`src/rtl/axi_sram_bridge.sv`:
```
// AXI4 slave bridging a 64-bit master port onto a single-port synchronous SRAM.
// One transaction at a time; FIXED/INCR/WRAP bursts; alternating read/write priority.
module axi_sram_bridge #(
  parameter int unsigned MEM_AW = 16,
  parameter logic [31:0] BASE   = 32'h8000_0000
) (
  input  logic              clock,
  input  logic              reset,
  // AW channel
  input  logic [3:0]        S_awid,
  input  logic [31:0]       S_awaddr,
  input  logic [7:0]        S_awlen,
  input  logic [2:0]        S_awsize,
  input  logic [1:0]        S_awburst,
  input  logic              S_awvalid,
  output logic              S_awready,
  // W channel
  input  logic [63:0]       S_wdata,
  input  logic [7:0]        S_wstrb,
  input  logic              S_wlast,
  input  logic              S_wvalid,
  output logic              S_wready,
  // B channel
  output logic [3:0]        S_bid,
  output logic [1:0]        S_bresp,
  output logic              S_bvalid,
  input  logic              S_bready,
  // AR channel
  input  logic [3:0]        S_arid,
  input  logic [31:0]       S_araddr,
  input  logic [7:0]        S_arlen,
  input  logic [2:0]        S_arsize,
  input  logic [1:0]        S_arburst,
  input  logic              S_arvalid,
  output logic              S_arready,
  // R channel
  output logic [3:0]        S_rid,
  output logic [63:0]       S_rdata,
  output logic [1:0]        S_rresp,
  output logic              S_rlast,
  output logic              S_rvalid,
  input  logic              S_rready,
  // SRAM port
  output logic              mem_en,
  output logic [7:0]        mem_we,
  output logic [MEM_AW-1:0] mem_addr,
  output logic [63:0]       mem_wdata,
  input  logic [63:0]       mem_rdata
);

  localparam int unsigned WinLo = MEM_AW + 3;

  typedef enum logic [1:0] {StIdle, StRd, StWr, StWResp} state_e;

  state_e      state_q, state_d;
  logic        prio_q, prio_d;     // 0: read has priority, 1: write has priority
  logic [3:0]  id_q, id_d;
  logic [31:0] addr_q, addr_d;
  logic [7:0]  len_q, len_d;
  logic [2:0]  size_q, size_d;
  logic [1:0]  burst_q, burst_d;
  logic [7:0]  cnt_q, cnt_d;
  logic        werr_q, werr_d;
  logic        rerr_q, rerr_d;
  logic        rvalid_q, rvalid_d;
  logic        issue_q, issue_d;    // first read beat still to be issued
  logic [31:0] addr_nxt;
  logic        beat_last;
  logic        unused_wlast;

  assign unused_wlast = S_wlast;

  function automatic logic in_win(input logic [31:0] a);
    return a[31:WinLo] == BASE[31:WinLo];
  endfunction

  function automatic logic [31:0] next_addr(input logic [31:0] a, input logic [2:0] size,
                                            input logic [7:0] len, input logic [1:0] burst);
    logic [31:0] step;
    logic [31:0] mask;
    logic [31:0] incr;
    logic        wrap_ok;
    step    = 32'd1 << size;
    mask    = ((32'(len) + 32'd1) << size) - 32'd1;
    incr    = (a & ~(step - 32'd1)) + step;
    wrap_ok = (len == 8'd1) || (len == 8'd3) || (len == 8'd7) || (len == 8'd15);
    case (burst)
      2'b00:   return a;
      2'b10:   return wrap_ok ? ((a & ~mask) | ((a + step) & mask)) : incr;
      default: return incr;
    endcase
  endfunction

  assign addr_nxt  = next_addr(addr_q, size_q, len_q, burst_q);
  assign beat_last = (cnt_q == len_q);

  assign S_rid     = id_q;
  assign S_rvalid  = rvalid_q;
  assign S_rdata   = rerr_q ? 64'd0 : mem_rdata;
  assign S_rresp   = rerr_q ? 2'b11 : 2'b00;
  assign S_rlast   = beat_last;
  assign S_bid     = id_q;
  assign S_bresp   = werr_q ? 2'b11 : 2'b00;
  assign mem_wdata = S_wdata;

  always_comb begin
    state_d   = state_q;
    prio_d    = prio_q;
    id_d      = id_q;
    addr_d    = addr_q;
    len_d     = len_q;
    size_d    = size_q;
    burst_d   = burst_q;
    cnt_d     = cnt_q;
    werr_d    = werr_q;
    rerr_d    = rerr_q;
    rvalid_d  = rvalid_q;
    issue_d   = issue_q;
    S_arready = 1'b0;
    S_awready = 1'b0;
    S_wready  = 1'b0;
    S_bvalid  = 1'b0;
    mem_en    = 1'b0;
    mem_we    = 8'h00;
    mem_addr  = addr_q[WinLo-1:3];

    case (state_q)
      StIdle: begin
        S_arready = !prio_q || !S_awvalid;
        S_awready = prio_q || !S_arvalid;
        if (S_arvalid && S_arready) begin
          id_d    = S_arid;
          addr_d  = S_araddr;
          len_d   = S_arlen;
          size_d  = S_arsize;
          burst_d = S_arburst;
          cnt_d   = 8'd0;
          prio_d  = 1'b1;
          issue_d = 1'b1;
          state_d = StRd;
        end else if (S_awvalid && S_awready) begin
          id_d    = S_awid;
          addr_d  = S_awaddr;
          len_d   = S_awlen;
          size_d  = S_awsize;
          burst_d = S_awburst;
          cnt_d   = 8'd0;
          werr_d  = 1'b0;
          prio_d  = 1'b0;
          state_d = StWr;
        end
      end
      StRd: begin
        if (issue_q) begin
          mem_en   = in_win(addr_q);
          rerr_d   = !in_win(addr_q);
          rvalid_d = 1'b1;
          issue_d  = 1'b0;
        end else if (rvalid_q && S_rready) begin
          if (beat_last) begin
            rvalid_d = 1'b0;
            state_d  = StIdle;
          end else begin
            // Next beat is issued in the same cycle its predecessor completes.
            mem_en   = in_win(addr_nxt);
            mem_addr = addr_nxt[WinLo-1:3];
            rerr_d   = !in_win(addr_nxt);
            addr_d   = addr_nxt;
            cnt_d    = cnt_q + 8'd1;
          end
        end
      end
      StWr: begin
        S_wready = 1'b1;
        if (S_wvalid) begin
          mem_en = 1'b1;
          mem_we = in_win(addr_q) ? S_wstrb : 8'h00;
          werr_d = werr_q | !in_win(addr_q);
          addr_d = addr_nxt;
          cnt_d  = cnt_q + 8'd1;
          if (beat_last) state_d = StWResp;
        end
      end
      StWResp: begin
        S_bvalid = 1'b1;
        if (S_bready) state_d = StIdle;
      end
      default: state_d = StIdle;
    endcase
  end

  always_ff @(posedge clock or negedge reset) begin
    if (!reset) begin
      state_q  <= StIdle;
      prio_q   <= 1'b0;
      id_q     <= 4'd0;
      addr_q   <= 32'd0;
      len_q    <= 8'd0;
      size_q   <= 3'd0;
      burst_q  <= 2'd0;
      cnt_q    <= 8'd0;
      werr_q   <= 1'b0;
      rerr_q   <= 1'b0;
      rvalid_q <= 1'b0;
      issue_q  <= 1'b0;
    end else begin
      state_q  <= state_d;
      prio_q   <= prio_d;
      id_q     <= id_d;
      addr_q   <= addr_d;
      len_q    <= len_d;
      size_q   <= size_d;
      burst_q  <= burst_d;
      cnt_q    <= cnt_d;
      werr_q   <= werr_d;
      rerr_q   <= rerr_d;
      rvalid_q <= rvalid_d;
      issue_q  <= issue_d;
    end
  end

endmodule

```
`config.mk`:
```
export PLATFORM = sky130hd
export DESIGN_NAME = axi_sram_bridge
export DESIGN_NICKNAME = d
export VERILOG_FILES = /design/src/rtl/axi_sram_bridge.sv
export SDC_FILE = /design/constraint.sdc
export NUM_CORES = 1
export LEC_CHECK = 0
export ABC_CLOCK_PERIOD_IN_PS = 4380
export BUFFER_PORTS_ARGS = -buffer_cell sky130_fd_sc_hd__buf_2
export CORE_AREA = 2 2 159 161
export CTS_CLUSTER_SIZE = 12
export DETAILED_ROUTE_END_ITERATION = 10
export DIE_AREA = 0 0 161 163
export GPL_ROUTABILITY_DRIVEN = 0
export PLACE_DENSITY = 0.62
export SETUP_SLACK_MARGIN = 0.5
export SYNTH_ARGS = -nofsm -noshare
export SYNTH_HDL_FRONTEND = slang
export SYNTH_SLANG_ARGS = --single-unit
export TNS_END_PERCENT = 10
```
`constraint.sdc`:
```
create_clock -name clock -period 4.38 [get_ports clock]
set_input_delay 0.657 -clock clock [delete_from_list [all_inputs] [get_ports clock]]
set_output_delay 0.657 -clock clock [all_outputs]
set_load 0.02 [all_outputs]
```
==> results of run 1 <==
[flip-flops by register name (all words and copies together) (netlist names)]
register and cells:
addr_q 32, cnt_q 8, len_q 8, S_bid 4, size_q 3, burst_q 2
state_q 2, S_rvalid 1, issue_q 1, prio_q 1, rerr_q 1, werr_q 1
[final cells by class]
type                       count  area (sq um)  area share (%)
clock buffer                  10           239            2.05
sequential                    64          1610            13.8
inverter                      24          92.6           0.793
clock inverter                 6          91.3           0.782
multi-input combinational    935          6430            55.0
timing repair buffer         455          2810            24.0
tap                          330           413            3.54
[power groups by stage]
stage,clock network [mW],logic [mW],registers (mW)
after floorplan,0,4.29,1.09
after global placement,0,6.15,1.30
after detailed placement,0,6.25,1.31
after CTS,0.842,6.37,1.30
after global routing,0.866,7.43,1.38
final,0.832,6.79,1.34
[Yosys cell counts, types with 16 or more instances]
| cell | count |
|---|---|
| a211oi_1 | 19 |
| a21oi_1 | 66 |
| a31oi_1 | 21 |
| and2_1 | 23 |
| buf_4 | 72 |
| clkbuf_1 | 76 |
| dfrtp_1 | 64 |
| ha_1 | 21 |
| inv_1 | 22 |
| mux2_2 | 24 |
| mux2i_1 | 36 |
| nand2_1 | 125 |
| nand3_1 | 46 |
| nand4_1 | 16 |
| nor2_1 | 82 |
| nor2b_1 | 78 |
| nor3_1 | 28 |
| o21ai_0 | 82 |
| xnor2_1 | 28 |
[worst paths after layout]
kind	end	from	slack [ns]
worst min register to register	cnt_q[7]	cnt_q[7]	0.50
worst max register to register	addr_q[10]	len_q[0]	0.66
max in group asynchronous	rerr_q	reset	3.05
min in group clock	cnt_q[7]	cnt_q[7]	0.50
worst max-delay path	mem_en	len_q[1]	-0.44
worst min-delay path	addr_q[6]	reset	0.27
[kinds of logic (layout without fill, tap and decap cells)]
kind of cell / count (synthesis) / count (layout) / share of synthesized area [%]
AO/OA/AOI/OAI: 341 / 341 / 26.6
XOR/XNOR: 43 / 43 / 4.38
adder cells (fa/ha/maj): 22 / 22 / 3.29
buffers and inverters: 187 / 495 / 11.7
flip-flops: 64 / 64 / 18.6
multiplexers: 61 / 61 / 7.60
AND/OR/NAND/NOR: 468 / 468 / 27.8
[layer usage]
| layer | vias up | global-route usage, % | part of all wire [%] |
|---|---|---|---|
| met5 | - | 0 | 0.076 |
| met4 | 4 | 8.00 | 3.0 |
| met3 | 83 | 10.3 | 13 |
| met2 | 500 | 36.6 | 41 |
| met1 | 4648 | 35.8 | 43 |
| li1 | 4824 | - | - |
[through the flow]
step	power, mW	cell area [sq um]
finish	8.97	11700
global route	9.68	11700
CTS	8.52	11300
detailed placement	7.55	10900
global placement	7.45	10900
floorplan	5.38	8760
[what timing repair did]
| action | 4_1_cts | 5_1_grt |
|---|---|---|
| hold buffers | 0 | 0 |
| setup endpoints to repair | 18 | 25 |
| pin swaps | 9 | 16 |
| gates resized for setup | 22 | 69 |
| buffers inserted | 0 | 11 |
| gates cloned | 0 | 0 |
==> impl_metrics.ini, run 1 <==
[timing]
holdWs_ns = 0.267
setup-tns-final_ns = -1.60
max_freq_mhz = 208
slew_headroom_pct = 27.1
rsz0062_at_grt = yes
post-route-period-util_pct = 110
layout_setup_ws_ns = -0.436
worstMarginPinSlew_ns = 1.09
finalCriticalPeriod_ns = 4.82
fin_skew_ns = 0.00650
hold_violations = 0
drv_slew = 0
setup_viol = 8

[cells_and_area]
drive_gt1_share_pct = 39.6
synthToLayoutAreaGrowth_pct = 35.8
final_util_pct = 47.3
final_common_cell = buf_2
nets = 1753
final_cells = 1824
layout_common_cells = buf_2 (277), buf_4 (164), nand2_1 (124)
diodes = 0
fillers = 2470

[die]
io_pins = 413
die_w_um = 161
core_sq_um = 24700
die-area_sq_um = 26200
die_y_um = 163
rows = 58
start_util_pct = 34.8

[power]
p_sw_share_pct = 51.0
switching_power_mw = 4.57
pwr-share-clk_pct = 9.3
power_density_nw_per_um2 = 768
pwr-share-comb_pct = 75.8
p_seq_share_pct = 14.9
cellInternalPower_mw = 4.39
p_leak_nw = 5.27
peakVddDrop_mv = 0.290

[critical_path]
end_kind = output pin
critPathMaxFanout = 8
arrival_ns = 4.16
setup.worst_path.start_class = register
max_stage_delay_ns = 0.55
crit_required_ns = 3.72
crit_buf_inv = 4
path_depth = 15
path_cells = ha_4 > and3_4 > xnor2_2 > a22oi_2 > mux4_2 > a2111oi_4 > buf_4 > buf_4 > nand2_2 > or4b_1 > o311ai_1 > buf_4 > nor3_2 > a41o_1 > buf_4
worstSetupPathType = reg2out
worstRegToRegCells = 17
critPathTopFamily = compound AO/OA/AOI/OAI gates
cp_common_cell = buf_4
slowest_stage = or4b_1

[route]
wirelength_um = 35600
first_iter_violations = 935
viasPerCell = 5.51
ant_nets = 0
drtPass1Iterations = 6
wl_per_cell_um = 19.5
drc = 0
route.vias.total = 10100

[clock_network]
cts_buffer_depth = 2
root_buffer = clkbuf_16
htreeDepth = 3
cts_buffers = 9
clk_pin_slew_ns = 0.06
numClockSinks = 64
cts_tree = done
insertion_delay_ns = 0.35

[worst_hold_path]
hold_class = in2async

[synth]
synth.area.top_cells = dfrtp_1 (19%), buf_4 (6.3%), nor2b_1 (5.7%)
syn_area_sq_um = 8590
ys.flop_type = dfrtp_1
syn-instance-count = 1186
synth_top_cell_area_share_pct = 18.6
yosysWarningCount = 0
synthArstFlopShare_pct = 100
synth_edf_count = 0
synth_top_area_cell = dfrtp_1
ys_types = 84
synth-seq-cells = 64
synth_nets = 1450
seq_area_frac_synth_pct = 18.6
syn_area_per_cell_sq_um = 7.25

[outcome]
violations = negative setup slack
outcome = finished, violations left

[placed_design]
dpl.hpwl_um = 28100
dp_slack_ns = -0.311
dp.cells = 1797
port_buffers = 283

[flow_run]
drv_cap = 0

[global_routing]
antenna_found_initial = 2
grt_use_total_pct = 25.8
grt_pass1_wl_um = 52700
grt_pass1_vias = 9185
grt_max_degree = 68
gr-total-overflow = 0
(Power assumes the default switching activity.)
==> run 2, diff against run 1 <==
--- a/config.mk
+++ b/config.mk
@@ -6,13 +6,12 @@
 export NUM_CORES = 1
 export LEC_CHECK = 0
 export ABC_CLOCK_PERIOD_IN_PS = 4380
-export BUFFER_PORTS_ARGS = -buffer_cell sky130_fd_sc_hd__buf_2
-export CORE_AREA = 2 2 159 161
+export CORE_UTILIZATION = 35
 export CTS_CLUSTER_SIZE = 12
 export DETAILED_ROUTE_END_ITERATION = 10
-export DIE_AREA = 0 0 161 163
+export DONT_BUFFER_PORTS = 1
 export GPL_ROUTABILITY_DRIVEN = 0
-export PLACE_DENSITY = 0.62
+export PLACE_DENSITY = 0.47
 export SETUP_SLACK_MARGIN = 0.5
 export SYNTH_ARGS = -nofsm -noshare
 export SYNTH_HDL_FRONTEND = slang
==> run 2 against run 1 <==
  * The flow still finishes with violations (negative setup slack)
  * Sequential cell count stayed put
  * Critical path depth is 3 higher
  * Via count fell by 11%
  * Cell area shrank 9.7%
  * Register-to-register slack worse by 0.14 ns
==> impl_metrics.ini, run 2 (synthesis gave the netlist of run 1 again) <==
[outcome]
outcome = finished, violations left
violations = negative setup slack

[clock_network]
htreeDepth = 3
clk_pin_slew_ns = 0.06
insertion_delay_ns = 0.36
cts_tree = done
cts_buffer_depth = 2
root_buffer = clkbuf_16
cts_buffers = 9
numClockSinks = 64

[route]
route.vias.total = 8974
wl_per_cell_um = 20.0
wirelength_um = 31600
drc = 0
first_iter_violations = 753
ant_nets = 0
drtPass1Iterations = 5
viasPerCell = 5.69

[power]
p_leak_nw = 4.27
switching_power_mw = 4.62
cellInternalPower_mw = 4.42
pwr-share-comb_pct = 75.6
p_sw_share_pct = 51.1
p_seq_share_pct = 15.3
pwr-share-clk_pct = 9.2
power_density_nw_per_um2 = 857
peakVddDrop_mv = 0.558

[cells_and_area]
layout_common_cells = buf_4 (207), nand2_1 (124), nor2b_1 (78)
top_register = addr_q
fin_area_sq_um = 10500
largest_reg_flops = 32
nets = 1518
synthToLayoutAreaGrowth_pct = 22.7
diodes = 0
drive_gt1_share_pct = 27.6
largestRegisters = addr_q: 32 flops, cnt_q: 8 flops, len_q: 8 flops
final_common_cell = buf_4
final_util_pct = 44.4

[timing]
layout_setup_ws_ns = -0.537
worstMarginPinSlew_ns = 1.15
hold_violations = 0
finalCriticalPeriod_ns = 4.92
setup-tns-final_ns = -1.27
post-route-period-util_pct = 112
slew_headroom_pct = 23.6
setup_viol = 10
fin_skew_ns = 0.0137
rsz0062_at_grt = yes
max_freq_mhz = 203
drv_slew = 0

[critical_path]
setup.worst_path.start_class = register
worstRegToRegCells = 18
crit_required_ns = 3.72
critPathMaxFanout = 5
worstSetupPathType = reg2out
arrival_ns = 4.26
end_kind = output pin

[die]
die-area_sq_um = 25200
rows = 56
core_sq_um = 23800
start_util_pct = 36.2
io_pins = 413
die_w_um = 159
die_y_um = 159

[global_routing]
grt_pass1_wl_um = 49100
grt_use_total_pct = 24.5
antenna_found_initial = 1
grt_pass1_vias = 8492
grt_max_degree = 68
gr-total-overflow = 0

[placed_design]
port_buffers = 0
dpl.hpwl_um = 24100
dpl-instance-area_sq_um = 9740
dp_slack_ns = -0.412

[worst_hold_path]
hold_class = in2async

[flow_run]
drv_cap = 0
-- run 2: worst paths after layout --
kind                           start         to  slack [ns]
setup reg to reg            len_q[1]     rerr_q        0.52
max in group asynchronous      reset   len_q[0]        3.99
hold reg to reg            size_q[1]  size_q[1]        0.50
setup / recovery            len_q[1]     mem_en       -0.54
min in group clock         S_awvalid     prio_q        0.40
hold / removal                 reset  addr_q[2]        0.13
-- run 2: through the flow --
stage / power, mW / cells / hold WS (ns)
after floorplan: 5.38 / 1186 / 0.361
after global placement: 7.63 / 1544 / 0.363
after detailed placement: 7.67 / 1544 / 0.364
after CTS: 8.90 / 1578 / 0.125
after global routing: 9.75 / 1578 / 0.131
final: 9.04 / 1578 / 0.127
-- run 2: metal layers --
| metal | vias to the layer above | GRT usage (%) | wire, um |
|---|---|---|---|
| li1 | 4355 | - | - |
| met1 | 4210 | 35.6 | 15100 |
| met2 | 358 | 37.2 | 13900 |
| met3 | 51 | 3.79 | 1990 |
| met4 | 0 | 6.09 | 538 |
| met5 | - | 0 | 0 |
-- run 2: area by class of cell --
cell class | instances | area [sq um]
clock buffers | 9 | 225
clock inverters | 7 | 95.1
fillers | 2428 | 13200
inverters | 24 | 92.6
multi-input cells | 935 | 6370
flip-flops and latches | 64 | 1610
well taps | 319 | 399
repair buffers | 220 | 1750
-- run 2: power groups by stage --
stage	sequential [mW]	combinational [mW]	clock (mW)
final	1.38	6.83	0.827
after global routing	1.43	7.46	0.862
after CTS	1.37	6.69	0.844
after floorplan	1.09	4.29	0
after global placement	1.37	6.26	0
after detailed placement	1.38	6.29	0
-- run 2: worst max-delay path, stage by stage, from the launching register on --
cell	delay (ns)
dfrtp_1	0.41
ha_2	0.23
and3_4	0.20
xnor2_2	0.18
a22oi_1	0.09
mux4_2	0.51
a2111oi_4	0.26
o21ai_1	0.12
nor2_1	0.10
ha_1	0.15
nand4_1	0.10
nor3_2	0.22
mux2i_1	0.11
o221ai_2	0.19
nand4_1	0.13
nor3_2	0.19
nand3_1	0.14
nor4_4	0.23
a41o_2	0.31
-- run 2: timing repair --
item / in CTS / in global routing
setup endpoints to repair: 20 / 21
hold buffers: 2 / 0
cloned: 0 / 0
setup buffers: 16 / 0
resized for setup: 52 / 20
pin swaps: 23 / 3
hold endpoints to repair: 42 / 0
==> run 3, diff against run 2 <==
--- a/config.mk
+++ b/config.mk
@@ -5,13 +5,14 @@
 export SDC_FILE = /design/constraint.sdc
 export NUM_CORES = 1
 export LEC_CHECK = 0
-export ABC_CLOCK_PERIOD_IN_PS = 4380
+export ABC_AREA = 1
+export ABC_CLOCK_PERIOD_IN_PS = 5500
 export CORE_UTILIZATION = 35
 export CTS_CLUSTER_SIZE = 12
 export DETAILED_ROUTE_END_ITERATION = 10
 export DONT_BUFFER_PORTS = 1
 export GPL_ROUTABILITY_DRIVEN = 0
-export PLACE_DENSITY = 0.47
+export PLACE_DENSITY = 0.45
 export SETUP_SLACK_MARGIN = 0.5
 export SYNTH_ARGS = -nofsm -noshare
 export SYNTH_HDL_FRONTEND = slang
==> constraint.sdc (replaced) <==
create_clock -name clock -period 5.5 [get_ports clock]
set_input_delay 0.825 -clock clock [delete_from_list [all_inputs] [get_ports clock]]
set_output_delay 0.825 -clock clock [all_outputs]
set_load 0.02 [all_outputs]
==> run 3 against run 2 <==
  * Core utilization shrank 6.5 points
  * Critical path type unchanged
  * The flow now finishes without violations
  * Cell area shrank 6.3%
  * Largest power group unchanged
  * Cell count up 17%
  * Sequential power shrank 20%
==> impl_metrics.ini, run 3 <==
[clock_network]
insertion_delay_ns = 0.36
root_buffer = clkbuf_16
htreeDepth = 3
cts_buffers = 9
numClockSinks = 64
cts_tree = done
clk_pin_slew_ns = 0.06
cts_buffer_depth = 2

[timing]
drv_slew = 0
rsz0062_at_grt = no
fin_skew_ns = 0.0138
slew_headroom_pct = 35.6
hold_violations = 0
setup-tns-final_ns = 0
max_freq_mhz = 211
post-route-period-util_pct = 86.1
worstMarginPinSlew_ns = 0.964
setup_viol = 0
finalCriticalPeriod_ns = 4.74

[placed_design]
dpl.hpwl_um = 28500
port_buffers = 0
dpl-instance-area_sq_um = 9150

[synth]
synth_top_cell_area_share_pct = 17.3
synth-adder-area-share_pct = 3.04
synth-seq-cells = 64
yosysWarningCount = 0
ys.flop_type = dfrtp_1
synth_top_area_cell = nand2_1
synth_nets = 1841
synthMostInstantiatedCell = nand2_1
syn-instance-count = 1577
synthArstFlopShare_pct = 100
seq_area_frac_synth_pct = 17.2
synthSimpleGateAreaFrac_pct = 40.0
ys_types = 59
synth_edf_count = 0
synth-xor-area-share_pct = 4.68
yosys-mux-area-fraction_pct = 2.48
synth.area.top_cells = nand2_1 (17%), dfrtp_1 (17%), inv_1 (9.0%)
synth_common_cells = nand2_1 (429), inv_1 (222), nor2_1 (169)
syn_area_sq_um = 9300
synth-compound-area-share_pct = 14.0
syn_area_per_cell_sq_um = 5.90
synth_top_family_by_area = simple AND/OR/NAND/NOR gates

[critical_path]
r2r-end = rerr_q
ff2ff_setup_slack_ns = 1.96
arrival_ns = 3.91
worstSetupPathType = reg2out
critPathMaxFanout = 5
setup.worst_path.start_class = register
rr_startpoint = size_q[2]
end_kind = output pin
crit_required_ns = 4.68
crit_start = size_q[2]
worstRegToRegCells = 25

[global_routing]
grt_use_total_pct = 26.7
top_usage_layer = met2
gr-total-overflow = 0
grt_pass1_vias = 8983
antenna_found_initial = 0
grt_util_met1_pct = 35.8
grt_max_degree = 65
met2_usage_pct = 42.7
grt_pass1_wl_um = 53900
met3_usage_pct = 4.67

[cells_and_area]
diodes = 0
fillers = 2906
drive_gt1_share_pct = 13.1
final_common_cell = nand2_1
top_register = addr_q
final_util_pct = 37.9
layout_common_cells = nand2_1 (407), inv_1 (220), nor2_1 (160)
largestRegisters = addr_q: 32 flops, cnt_q: 8 flops, len_q: 8 flops
largest_reg_flops = 32
fin_area_sq_um = 9880
synthToLayoutAreaGrowth_pct = 6.31
nets = 1768

[flow_run]
drv_cap = 0

[route]
viasPerCell = 5.35
drtPass1Iterations = 5
first_iter_violations = 685
wl_per_cell_um = 19.9
wirelength_um = 36700
ant_nets = 0
route.vias.total = 9871
drc = 0

[die]
die-area_sq_um = 27200
io_pins = 413
start_util_pct = 35.7
die_w_um = 165
core_sq_um = 26100
rows = 59
die_y_um = 165

[power]
pwr-share-clk_pct = 10.7
cellInternalPower_mw = 2.57
p_sw_share_pct = 60.3
peakVddDrop_mv = 0.274
pwr-share-comb_pct = 72.2
switching_power_mw = 3.91
power_density_nw_per_um2 = 655
p_leak_nw = 4.87
p_seq_share_pct = 17.1

[worst_hold_path]
hold_class = in2async

[outcome]
outcome = complete, no violations
## run 3: kinds of logic after synthesis
group	after synthesis
AOI/OAI and AO/OA	203
xor gates and xnor gates	48
adders and majority gates	22
buffers and inverters	376
DFF	64
muxes	23
and+or+nand+nor	841
## run 3: layout make-up
cell class / count / area (sq um) / area share [%]
multi-input combinational: 1137 / 6240 / 63.2
sequential: 64 / 1610 / 16.3
inverter: 248 / 936 / 9.47
tap: 335 / 419 / 4.24
timing repair buffer: 44 / 342 / 3.46
clock buffer: 10 / 239 / 2.42
clock inverter: 6 / 91.3 / 0.924
## run 3: routing by layer
layer	share of wire [%]	routed length, um
met1	44	16200
met5	0	0
met4	3.1	1130
met3	7.0	2580
met2	46	16800
## run 3: worst max-delay path by stage
stage	end	slack (ns)	cells after the start
2_1_floorplan	mem_en	1.38	28
3_3_place_gp	mem_en	0.61	27
3_5_place_dp	mem_en	0.54	27
4_1_cts	mem_en	0.52	24
5_1_grt	mem_en	0.45	27
6_report	mem_en	0.76	25
## run 3: worst max-delay path: stages, from the launching register on
cell	delay [ns]
dfrtp_2	0.46
buf_4	0.16
nor3_4	0.20
buf_4	0.16
nand2_1	0.05
o21ai_1	0.12
ha_1	0.17
o21bai_1	0.16
nand3_1	0.15
nand2_2	0.12
nand2_2	0.10
a21oi_4	0.26
nand2_1	0.14
xor2_1	0.18
nand2_1	0.07
nand2_1	0.09
clkinv_1	0.06
nand2_1	0.05
nand2_1	0.06
nor2_1	0.11
nand2_1	0.07
nor2_2	0.13
nand2_2	0.11
nand2_2	0.09
nand2_4	0.06
a21oi_4	0.23
## run 3: power groups by stage
stage	clock (mW)	sequential, mW	combinational [mW]
after floorplan	0	0.899	3.41
after global placement	0	1.10	4.33
after detailed placement	0	1.09	4.34
after CTS	0.706	1.10	4.38
after global routing	0.721	1.15	5.17
final	0.691	1.11	4.68
## run 3: stage by stage
step                      hold slack, ns  total power [mW]  worst slack [ns]  cells
after floorplan                    0.475              4.31              1.38   1577
after global placement             0.527              5.43             0.606   1811
after detailed placement           0.517              5.44             0.536   1811
after CTS                          0.153              6.18             0.524   1829
after global routing               0.148              7.04             0.450   1844
final                              0.167              6.48             0.765   1844
## run 3: repair_timing
action | in CTS | in global routing
pin swaps | 2 | 23
setup endpoints to repair | 2 | 2
buffers inserted | 2 | 15
gates resized for setup | 9 | 67
hold buffers | 0 | 0
